[config.mk]
export PLATFORM = sky130hd
export DESIGN_NAME = crc9_enc_seq
export DESIGN_NICKNAME = d
export VERILOG_FILES = /design/src/rtl/crc9_enc_seq_pkg.sv /design/src/rtl/crc9_enc_seq_cnt.sv /design/src/rtl/crc9_enc_seq.sv
export SDC_FILE = /design/constraint.sdc
export NUM_CORES = 1
export LEC_CHECK = 0
export ABC_AREA = 0
export CORE_MARGIN = 1
export CORE_UTILIZATION = 45
export CTS_CLUSTER_SIZE = 16
export DETAILED_ROUTE_END_ITERATION = 7
export PLACE_DENSITY = 0.81
export SLEW_MARGIN = 10
export SYNTH_ARGS = -nofsm -noshare
export SYNTH_HDL_FRONTEND = slang
export SYNTH_HIERARCHICAL = 1
export SYNTH_SLANG_ARGS = --single-unit
export TNS_END_PERCENT = 5
[constraint.sdc]
create_clock -name clk -period 2.1 [get_ports clk]
set_input_delay 0.63 -clock clk [delete_from_list [all_inputs] [get_ports clk]]
set_output_delay 0.63 -clock clk [all_outputs]
set_load 0.05 [all_outputs]
[src/rtl/crc9_enc_seq_pkg.sv]
// Shared constants and FSM encoding for the CRC-9 divider sequencer.
package crc9_enc_seq_pkg;

  localparam int P_W   = 9;
  localparam int CNT_W = 11;

  // x^9 + x^4 + 1, leading term implied
  localparam logic [P_W-1:0] CRC9_POLY = 9'h011;

  typedef enum logic [2:0] {
    ST_IDLE    = 3'd0,
    ST_CLEAR   = 3'd1,
    ST_SHIFT   = 3'd2,
    ST_CAPTURE = 3'd3,
    ST_OUT     = 3'd4
  } state_e;

endpackage

[src/rtl/crc9_enc_seq_cnt.sv]
// Shift-cycle counter: synchronous clear, count enable, terminal flag at N-1.
module crc9_enc_seq_cnt
  import crc9_enc_seq_pkg::*;
#(
  parameter int N = 64
) (
  input  logic clk_i,
  input  logic rst_i,
  input  logic clr_i,
  input  logic en_i,
  output logic tc_o
);

  logic [CNT_W-1:0] cnt_q;
  logic [CNT_W-1:0] cnt_d;

  always_comb begin
    cnt_d = cnt_q;
    if (clr_i) begin
      cnt_d = '0;
    end else if (en_i) begin
      cnt_d = cnt_q + 11'd1;
    end else begin
      cnt_d = cnt_q;
    end
  end

  always_ff @(posedge clk_i) begin
    if (rst_i) begin
      cnt_q <= '0;
    end else begin
      cnt_q <= cnt_d;
    end
  end

  assign tc_o = (cnt_q == CNT_W'(N - 1));

endmodule

[src/rtl/crc9_enc_seq.sv]
// Sequencer around the 9-bit parity divider: clear, N shift strobes, capture
// the remainder and present {message, parity, zero, err} downstream.
module crc9_enc_seq
  import crc9_enc_seq_pkg::*;
#(
  parameter int N = 64
) (
  input  logic             clk,
  input  logic             rst,
  input  logic             in_valid,
  output logic             in_ready,
  input  logic [N-1:0]     in_data,
  output logic             div_clr,
  output logic             div_shift,
  output logic [N-1:0]     div_data,
  input  logic [CNT_W-1:0] div_count,
  input  logic [P_W-1:0]   div_rem,
  output logic             out_valid,
  input  logic             out_ready,
  output logic [N-1:0]     out_data,
  output logic [P_W-1:0]   out_parity,
  output logic             out_zero,
  output logic             out_err
);

  state_e           state_q;
  logic             in_ready_q;
  logic             div_clr_q;
  logic             div_shift_q;
  logic [N-1:0]     msg_q;
  logic             out_valid_q;
  logic [N-1:0]     out_data_q;
  logic [P_W-1:0]   out_parity_q;
  logic             out_zero_q;
  logic             out_err_q;
  logic             cnt_tc_s;

  crc9_enc_seq_cnt #(.N(N)) u_cnt (
    .clk_i (clk),
    .rst_i (rst),
    .clr_i (state_q == ST_CLEAR),
    .en_i  (state_q == ST_SHIFT),
    .tc_o  (cnt_tc_s)
  );

  // Strobes are set one state ahead so div_clr/div_shift come straight from flops.
  always_ff @(posedge clk) begin
    if (rst) begin
      state_q      <= ST_IDLE;
      in_ready_q   <= 1'b0;
      div_clr_q    <= 1'b1;
      div_shift_q  <= 1'b0;
      msg_q        <= '0;
      out_valid_q  <= 1'b0;
      out_data_q   <= '0;
      out_parity_q <= '0;
      out_zero_q   <= 1'b0;
      out_err_q    <= 1'b0;
    end else begin
      case (state_q)
        ST_IDLE: begin
          div_clr_q <= 1'b0;
          if (in_valid && in_ready_q) begin
            msg_q      <= in_data;
            in_ready_q <= 1'b0;
            div_clr_q  <= 1'b1;
            state_q    <= ST_CLEAR;
          end else begin
            in_ready_q <= 1'b1;
          end
        end
        ST_CLEAR: begin
          div_clr_q   <= 1'b0;
          div_shift_q <= 1'b1;
          state_q     <= ST_SHIFT;
        end
        ST_SHIFT: begin
          if (cnt_tc_s) begin
            div_shift_q <= 1'b0;
            state_q     <= ST_CAPTURE;
          end else begin
            div_shift_q <= 1'b1;
          end
        end
        ST_CAPTURE: begin
          out_data_q   <= msg_q;
          out_parity_q <= div_rem;
          out_zero_q   <= (div_rem == 9'h000);
          out_err_q    <= (div_count != CNT_W'(N));
          out_valid_q  <= 1'b1;
          state_q      <= ST_OUT;
        end
        ST_OUT: begin
          if (out_ready) begin
            out_valid_q <= 1'b0;
            in_ready_q  <= 1'b1;
            state_q     <= ST_IDLE;
          end else begin
            out_valid_q <= 1'b1;
          end
        end
        default: begin
          state_q     <= ST_IDLE;
          in_ready_q  <= 1'b0;
          div_clr_q   <= 1'b1;
          div_shift_q <= 1'b0;
          out_valid_q <= 1'b0;
        end
      endcase
    end
  end

  assign in_ready   = in_ready_q;
  assign div_clr    = div_clr_q;
  assign div_shift  = div_shift_q;
  assign div_data   = msg_q;
  assign out_valid  = out_valid_q;
  assign out_data   = out_data_q;
  assign out_parity = out_parity_q;
  assign out_zero   = out_zero_q;
  assign out_err    = out_err_q;

endmodule
==> impl_metrics.py <==
metrics = {
    "clocking": {
        "clk_pin_slew_worst_paths_ns": 0.06,
        "ctsRootBufferMaster": "sky130_fd_sc_hd__clkbuf_16",
        "cts_buffers": 17,
        "tritoncts": "yes",
        "number_of_levels_the_h_tree_was_split_into": 4,
        "clk_latency_ns": 0.42,
        "cts_buffer_depth": 2,
        "numClockSinks": 157,
        "cts.hold.buffers_added": 0,
    },
    "route": {
        "wire_per_inst_um": 14.67,
        "ant_nets": 0,
        "wirelength_met1_um": 7089,
        "first_pass_iters": 7,
        "met2RoutedLength_um": 7912,
        "routed_wirelength_um": 16330,
        "highest_layer": "met4",
        "initial_detailed_routing_violation_count": 252,
        "total_number_of_vias": 5476,
        "met3RoutedLength_um": 1018,
        "avgViaCountPerCell": 4.920,
        "drt_drc_violations_left": 0,
    },
    "timing": {
        "highest_clock_rate_mhz": 518.2,
        "drv_slew": 0,
        "final_min_period_over_clock_period_pct": 91.89,
        "skew_final_ns": 0.006692,
        "worst-slew-pin-transition_ns": 0.5093,
        "setup_viol": 0,
        "finalHoldViolations": 0,
        "grt_setup_unrepaired": "no",
        "final.setup.worst_slack_ns": 0.1702,
        "finalCriticalPeriod_ns": 1.930,
        "hold_ws_ns": 0.4492,
        "setup_total_negative_slack_ns": 0,
        "slew_headroom_pct": 66.18,
    },
    "placement": {
        "port_buffers": 230,
        "dp_cells": 1083,
        "dpl-instance-area_sq_um": 8561,
        "post-dp-hpwl_um": 11040,
        "gp_congestion": 0.7454,
        "dpl_worst_slack_ns": 0.04870,
    },
    "job": {
        "maxCapViolations": 0,
    },
    "synthesis": {
        "ys_seq_elements": 157,
        "synth.cell_area_sq_um": 6336,
        "yosysSeqAreaShare_pct": 49.61,
        "synth_cell_types": 41,
        "syn_avg_cell_area_sq_um": 8.962,
        "cell_count_after_synthesis": 707,
        "synth_warnings": 6,
        "syn_nets": 796,
    },
    "final_layout": {
        "finish.cell_count_without_fillers": 1113,
        "num-fill-cells": 1089,
        "postLayoutCoreUtil_pct": 67.86,
        "layout.nets": 1015,
        "diodes": 0,
        "layout-drive-gt1-share_pct": 18.14,
        "seq_area_sq_um": 3143,
        "mostFrequentLayoutCell": "sky130_fd_sc_hd__dfxtp_1",
        "final_area_sq_um": 9165,
        "multi_input_comb_area_sq_um": 2905,
        "area_delta_synth_final_pct": 44.65,
        "final_cell_mix": "157 x sky130_fd_sc_hd__dfxtp_1, 152 x sky130_fd_sc_hd__nand2_1, 128 x sky130_fd_sc_hd__nand2b_1, 127 x sky130_fd_sc_hd__buf_4, 86 x sky130_fd_sc_hd__clkdlybuf4s50_1",
    },
    "critical_path": {
        "worst_ep_arrival_time_ns": 1.30,
        "startpoint_type_of_the_worst_setup_path": "flip-flop",
        "crit_path_max_fanout": 2,
        "critical_path_endpoint_category": "primary output",
        "slowest_delay_ns": 0.53,
        "cp_slowest_cell": "sky130_fd_sc_hd__dlygate4sd2_1",
        "crit_type": "flip-flop to primary output",
        "cp_top_family": "buffers and inverters",
        "path_cells": "dlygate4sd2_1",
        "critical_path_buf_inv_count": 1,
        "critical_path_required_ns": 1.47,
    },
    "global_routing": {
        "globalRouteTotalUtil_pct": 22.62,
        "grt_pass1_vias": 5244,
        "globalRoute.totalOverflow": 0,
        "antenna_found_initial": 0,
        "grt_pass1_wl_um": 25830,
        "grt_start_max_net_pins": 96,
    },
    "run_status": {
        "outcome": "finished clean",
    },
    "die": {
        "row_count": 42,
        "core_area_sq_um": 13510,
        "fp.dieArea_sq_um": 14560,
        "die-height_um": 120.7,
        "floorplan.die.width_um": 120.7,
        "start_util_pct": 46.91,
        "ios": 231,
    },
    "power_and_ir_drop": {
        "p_per_area_nw_per_um2": 807.6,
        "irDropWorstVdd_mv": 0.6542,
        "total_power_mw": 7.402,
        "power.static_leakage_nw": 3.648,
    },
    "worst_hold_path": {
        "hold_class": "flip-flop to flip-flop",
    },
}
## power by group
group,leakage (nW),internal [mW],total [mW],switching (mW)
registers,1.27,3.06,3.14,0.0743
clock network,0.312,2.17,3.31,1.15
logic,2.07,0.421,0.949,0.527
total,3.65,5.65,7.40,1.75
## cell usage after synthesis (all sizes together)
| cell | n | area share, % |
|---|---|---|
| o21a | 2 | 0.24 |
| o31ai | 4 | 0.47 |
| or4b | 1 | 0.16 |
| nand3b | 1 | 0.12 |
| or4 | 4 | 0.47 |
| nor3b | 4 | 0.47 |
| a21oi | 82 | 6.5 |
| inv | 2 | 0.12 |
| a31oi | 1 | 0.099 |
| and2 | 1 | 0.099 |
| clkbuf | 25 | 1.5 |
| dfxtp | 157 | 50 |
| nand3 | 2 | 0.16 |
| nor4bb | 1 | 0.16 |
| and4 | 1 | 0.14 |
| and3b | 1 | 0.14 |
| mux2i | 66 | 10 |
| nor3 | 3 | 0.24 |
| o32ai | 1 | 0.14 |
| o21bai | 1 | 0.12 |
| xor2 | 2 | 0.28 |
| or2 | 2 | 0.20 |
| a211oi | 1 | 0.12 |
| a21o | 1 | 0.12 |
| nor2 | 13 | 0.81 |
| ha | 1 | 0.20 |
| o21ai | 4 | 0.32 |
| a22oi | 1 | 0.12 |
| nand2 | 152 | 9.0 |
| nand2b | 128 | 13 |
| nor4 | 5 | 0.59 |
| xnor2 | 2 | 0.28 |
| nand4 | 6 | 0.69 |
| buf | 27 | 3.1 |
| or3 | 2 | 0.22 |
## registers in the layout, summed over array words and instances, names as in the netlist
| register | count |
|---|---|
| div_shift | 1 |
| div_clr | 1 |
| state_q | 3 |
| out_valid | 1 |
| in_ready | 1 |
| out_parity | 9 |
| out_data | 64 |
| out_err | 1 |
| div_data | 64 |
| out_zero | 1 |
| u_cnt/cnt_q | 11 |
## routing by layer
| layer | global-route usage [%] | up-vias |
|---|---|---|
| met5 | 0 | - |
| met3 | 6.415 | 21 |
| met2 | 37.32 | 169 |
| li1 | - | 2764 |
| met4 | 9.491 | 0 |
| met1 | 27.53 | 2522 |
## path summary, 6_finish.rpt
kind	start	end	slack, ns	cells after the start
min reg2reg	out_data[36]$_SDFFE_PP0N_	out_data[36]$_SDFFE_PP0N_	0.45	2
min	out_data[36]$_SDFFE_PP0N_	out_data[36]$_SDFFE_PP0N_	0.45	2
max	out_data[49]$_SDFFE_PP0N_	out_data[49]	0.17	1
max reg2reg	state_q[1]$_SDFFE_PP0P_	u_cnt/cnt_q[9]$_SDFFE_PP0P_	0.28	4
## worst register-to-register path, delay by kind of cell, from the launching register on
| family | cells | cell delay, ns |
|---|---|---|
| AND/OR/NAND/NOR | 3 | 1.27 |
| flip-flops | 1 | 0.33 |
| AO/OA/AOI/OAI | 1 | 0.15 |
## layout make-up
class / count / area share, %
sequential: 157 / 34.29
multi-input combinational: 496 / 31.70
timing repair buffer: 252 / 24.51
clock buffer: 25 / 5.625
tap: 176 / 2.403
clock inverter: 5 / 1.392
inverter: 2 / 0.08191
## kinds of logic after synthesis
| logic type | after synthesis | synth area share, % |
|---|---|---|
| and+or+nand+nor | 327 | 26.30 |
| muxes | 66 | 10.43 |
| AOI/OAI and AO/OA | 98 | 8.215 |
| buffers and inverters | 54 | 4.700 |
| adders and majority gates | 1 | 0.1974 |
| xor gates and xnor gates | 4 | 0.5530 |
| DFF | 157 | 49.60 |
## timing repair
item                                    CTS  global route
endpoints found under the setup margin   31             0
gates resized for setup                  31             0
buffers inserted                          0             0
(Power assumes the default switching activity.)
==> variant, RTL diff (same settings) <==
Re-encode `state_e` (5 states) as one-hot, 5 bits wide.
--- a/src/rtl/crc9_enc_seq_pkg.sv
+++ b/src/rtl/crc9_enc_seq_pkg.sv
@@ -7,12 +7,12 @@
   // x^9 + x^4 + 1, leading term implied
   localparam logic [P_W-1:0] CRC9_POLY = 9'h011;
 
-  typedef enum logic [2:0] {
-    ST_IDLE    = 3'd0,
-    ST_CLEAR   = 3'd1,
-    ST_SHIFT   = 3'd2,
-    ST_CAPTURE = 3'd3,
-    ST_OUT     = 3'd4
+  typedef enum logic [4:0] {
+    ST_IDLE    = 5'b00001,
+    ST_CLEAR   = 5'b00010,
+    ST_SHIFT   = 5'b00100,
+    ST_CAPTURE = 5'b01000,
+    ST_OUT     = 5'b10000
   } state_e;
 
 endpackage
Behaviour: no difference found for any inputs over 10 cycles, from zero or initial values and one cycle with rst high; not proved beyond that.
==> variant against the unedited design <==
Die area decreased by 7.3%. Non-clock buffer count shrank 4. Area after synthesis decreased by 7.4%. Clock skew up 3.2 ps. Combinational power up 5.0%. Total power up 0.19%. Sequential cell count increased by 2. Count of clock-buffer cells in the layout fell by 4. Cell count up 1.5%. Wire length is essentially flat. Critical path depth stayed put. Final area decreased by 5.6%. Largest power group unchanged. Worst setup slack improved by 20 ps.
==> variant: results <==
[synth]
synthesis.instances = 733
ys_top_cells_by_area = sky130_fd_sc_hd__dfxtp_1, sky130_fd_sc_hd__nand2_1, sky130_fd_sc_hd__a21oi_1, sky130_fd_sc_hd__clkbuf_1, sky130_fd_sc_hd__buf_2
commonest_cells_post_synth = sky130_fd_sc_hd__nand2_1, sky130_fd_sc_hd__dfxtp_1, sky130_fd_sc_hd__a21oi_1
synthesized_area_fraction_occupied_by_ao_oa_aoi_and_oai_cells = 0.150
synth_fa_ha_area_frac = 0.00213
seq_area_frac_synth = 0.543
yosys.area_share.xor_xnor = 0.00896
yosys.cell_types.count = 47

[critical_path]
cp-endpoint = out_data[48]
worstReg2RegEnd = div_data[22]
launch_point_of_the_worst_reg_to_reg_path = state_q[4]
worst_setup_path_startpoint = out_data[48]

[timing]
whs_ps = 449
worst_pin_slew_ps = 502
skew_ps = 9.86

[drt]
drt-vias-per-instance = 5.03
drt-pass1-iter-count = 4
route.detailed.wl_per_inst_um = 14.5

[min_path]
worstHoldEndpoint = out_data[26]
hold_start = out_data[26]

[run_status]
result_of_the_run = completed

[layout]
nNetsFinal = 1035
layout-drive-gt1-share = 0.177

[global_routing]
gr-usage-all-layers = 0.237

[place]
detailedPlacementHpwl_um = 10800
[variant: cell types whose count changed in the layout (fill, tap and decap cells not counted), moves of 5 or more]
cell | unedited run | this run
sky130_fd_sc_hd__nand2_1 | 152 | 279
sky130_fd_sc_hd__nand2b_1 | 128 | 4
sky130_fd_sc_hd__mux2i_1 | 66 | 2
sky130_fd_sc_hd__a21oi_1 | 82 | 145
sky130_fd_sc_hd__nor2_1 | 12 | 18
sky130_fd_sc_hd__buf_4 | 127 | 122
[variant: metal layers]
layer	GRT usage	share of wire
met1	0.273	0.41
met5	0	0
met4	0.110	0.029
met2	0.405	0.49
met3	0.0732	0.074
[variant: cell type report]
cell class,instances,area [um2]
tap,172,215
multi-input combinational,519,2420
clock buffer,21,460
clock inverter,10,159
sequential,159,3180
fill,1076,4020
inverter,1,3.75
timing repair buffer,248,2220
[variant: report_power, final]
part	internal [mW]	switching [mW]
clock	2.04	1.19
sequential	3.11	0.0720
combinational	0.379	0.617
total	5.54	1.88
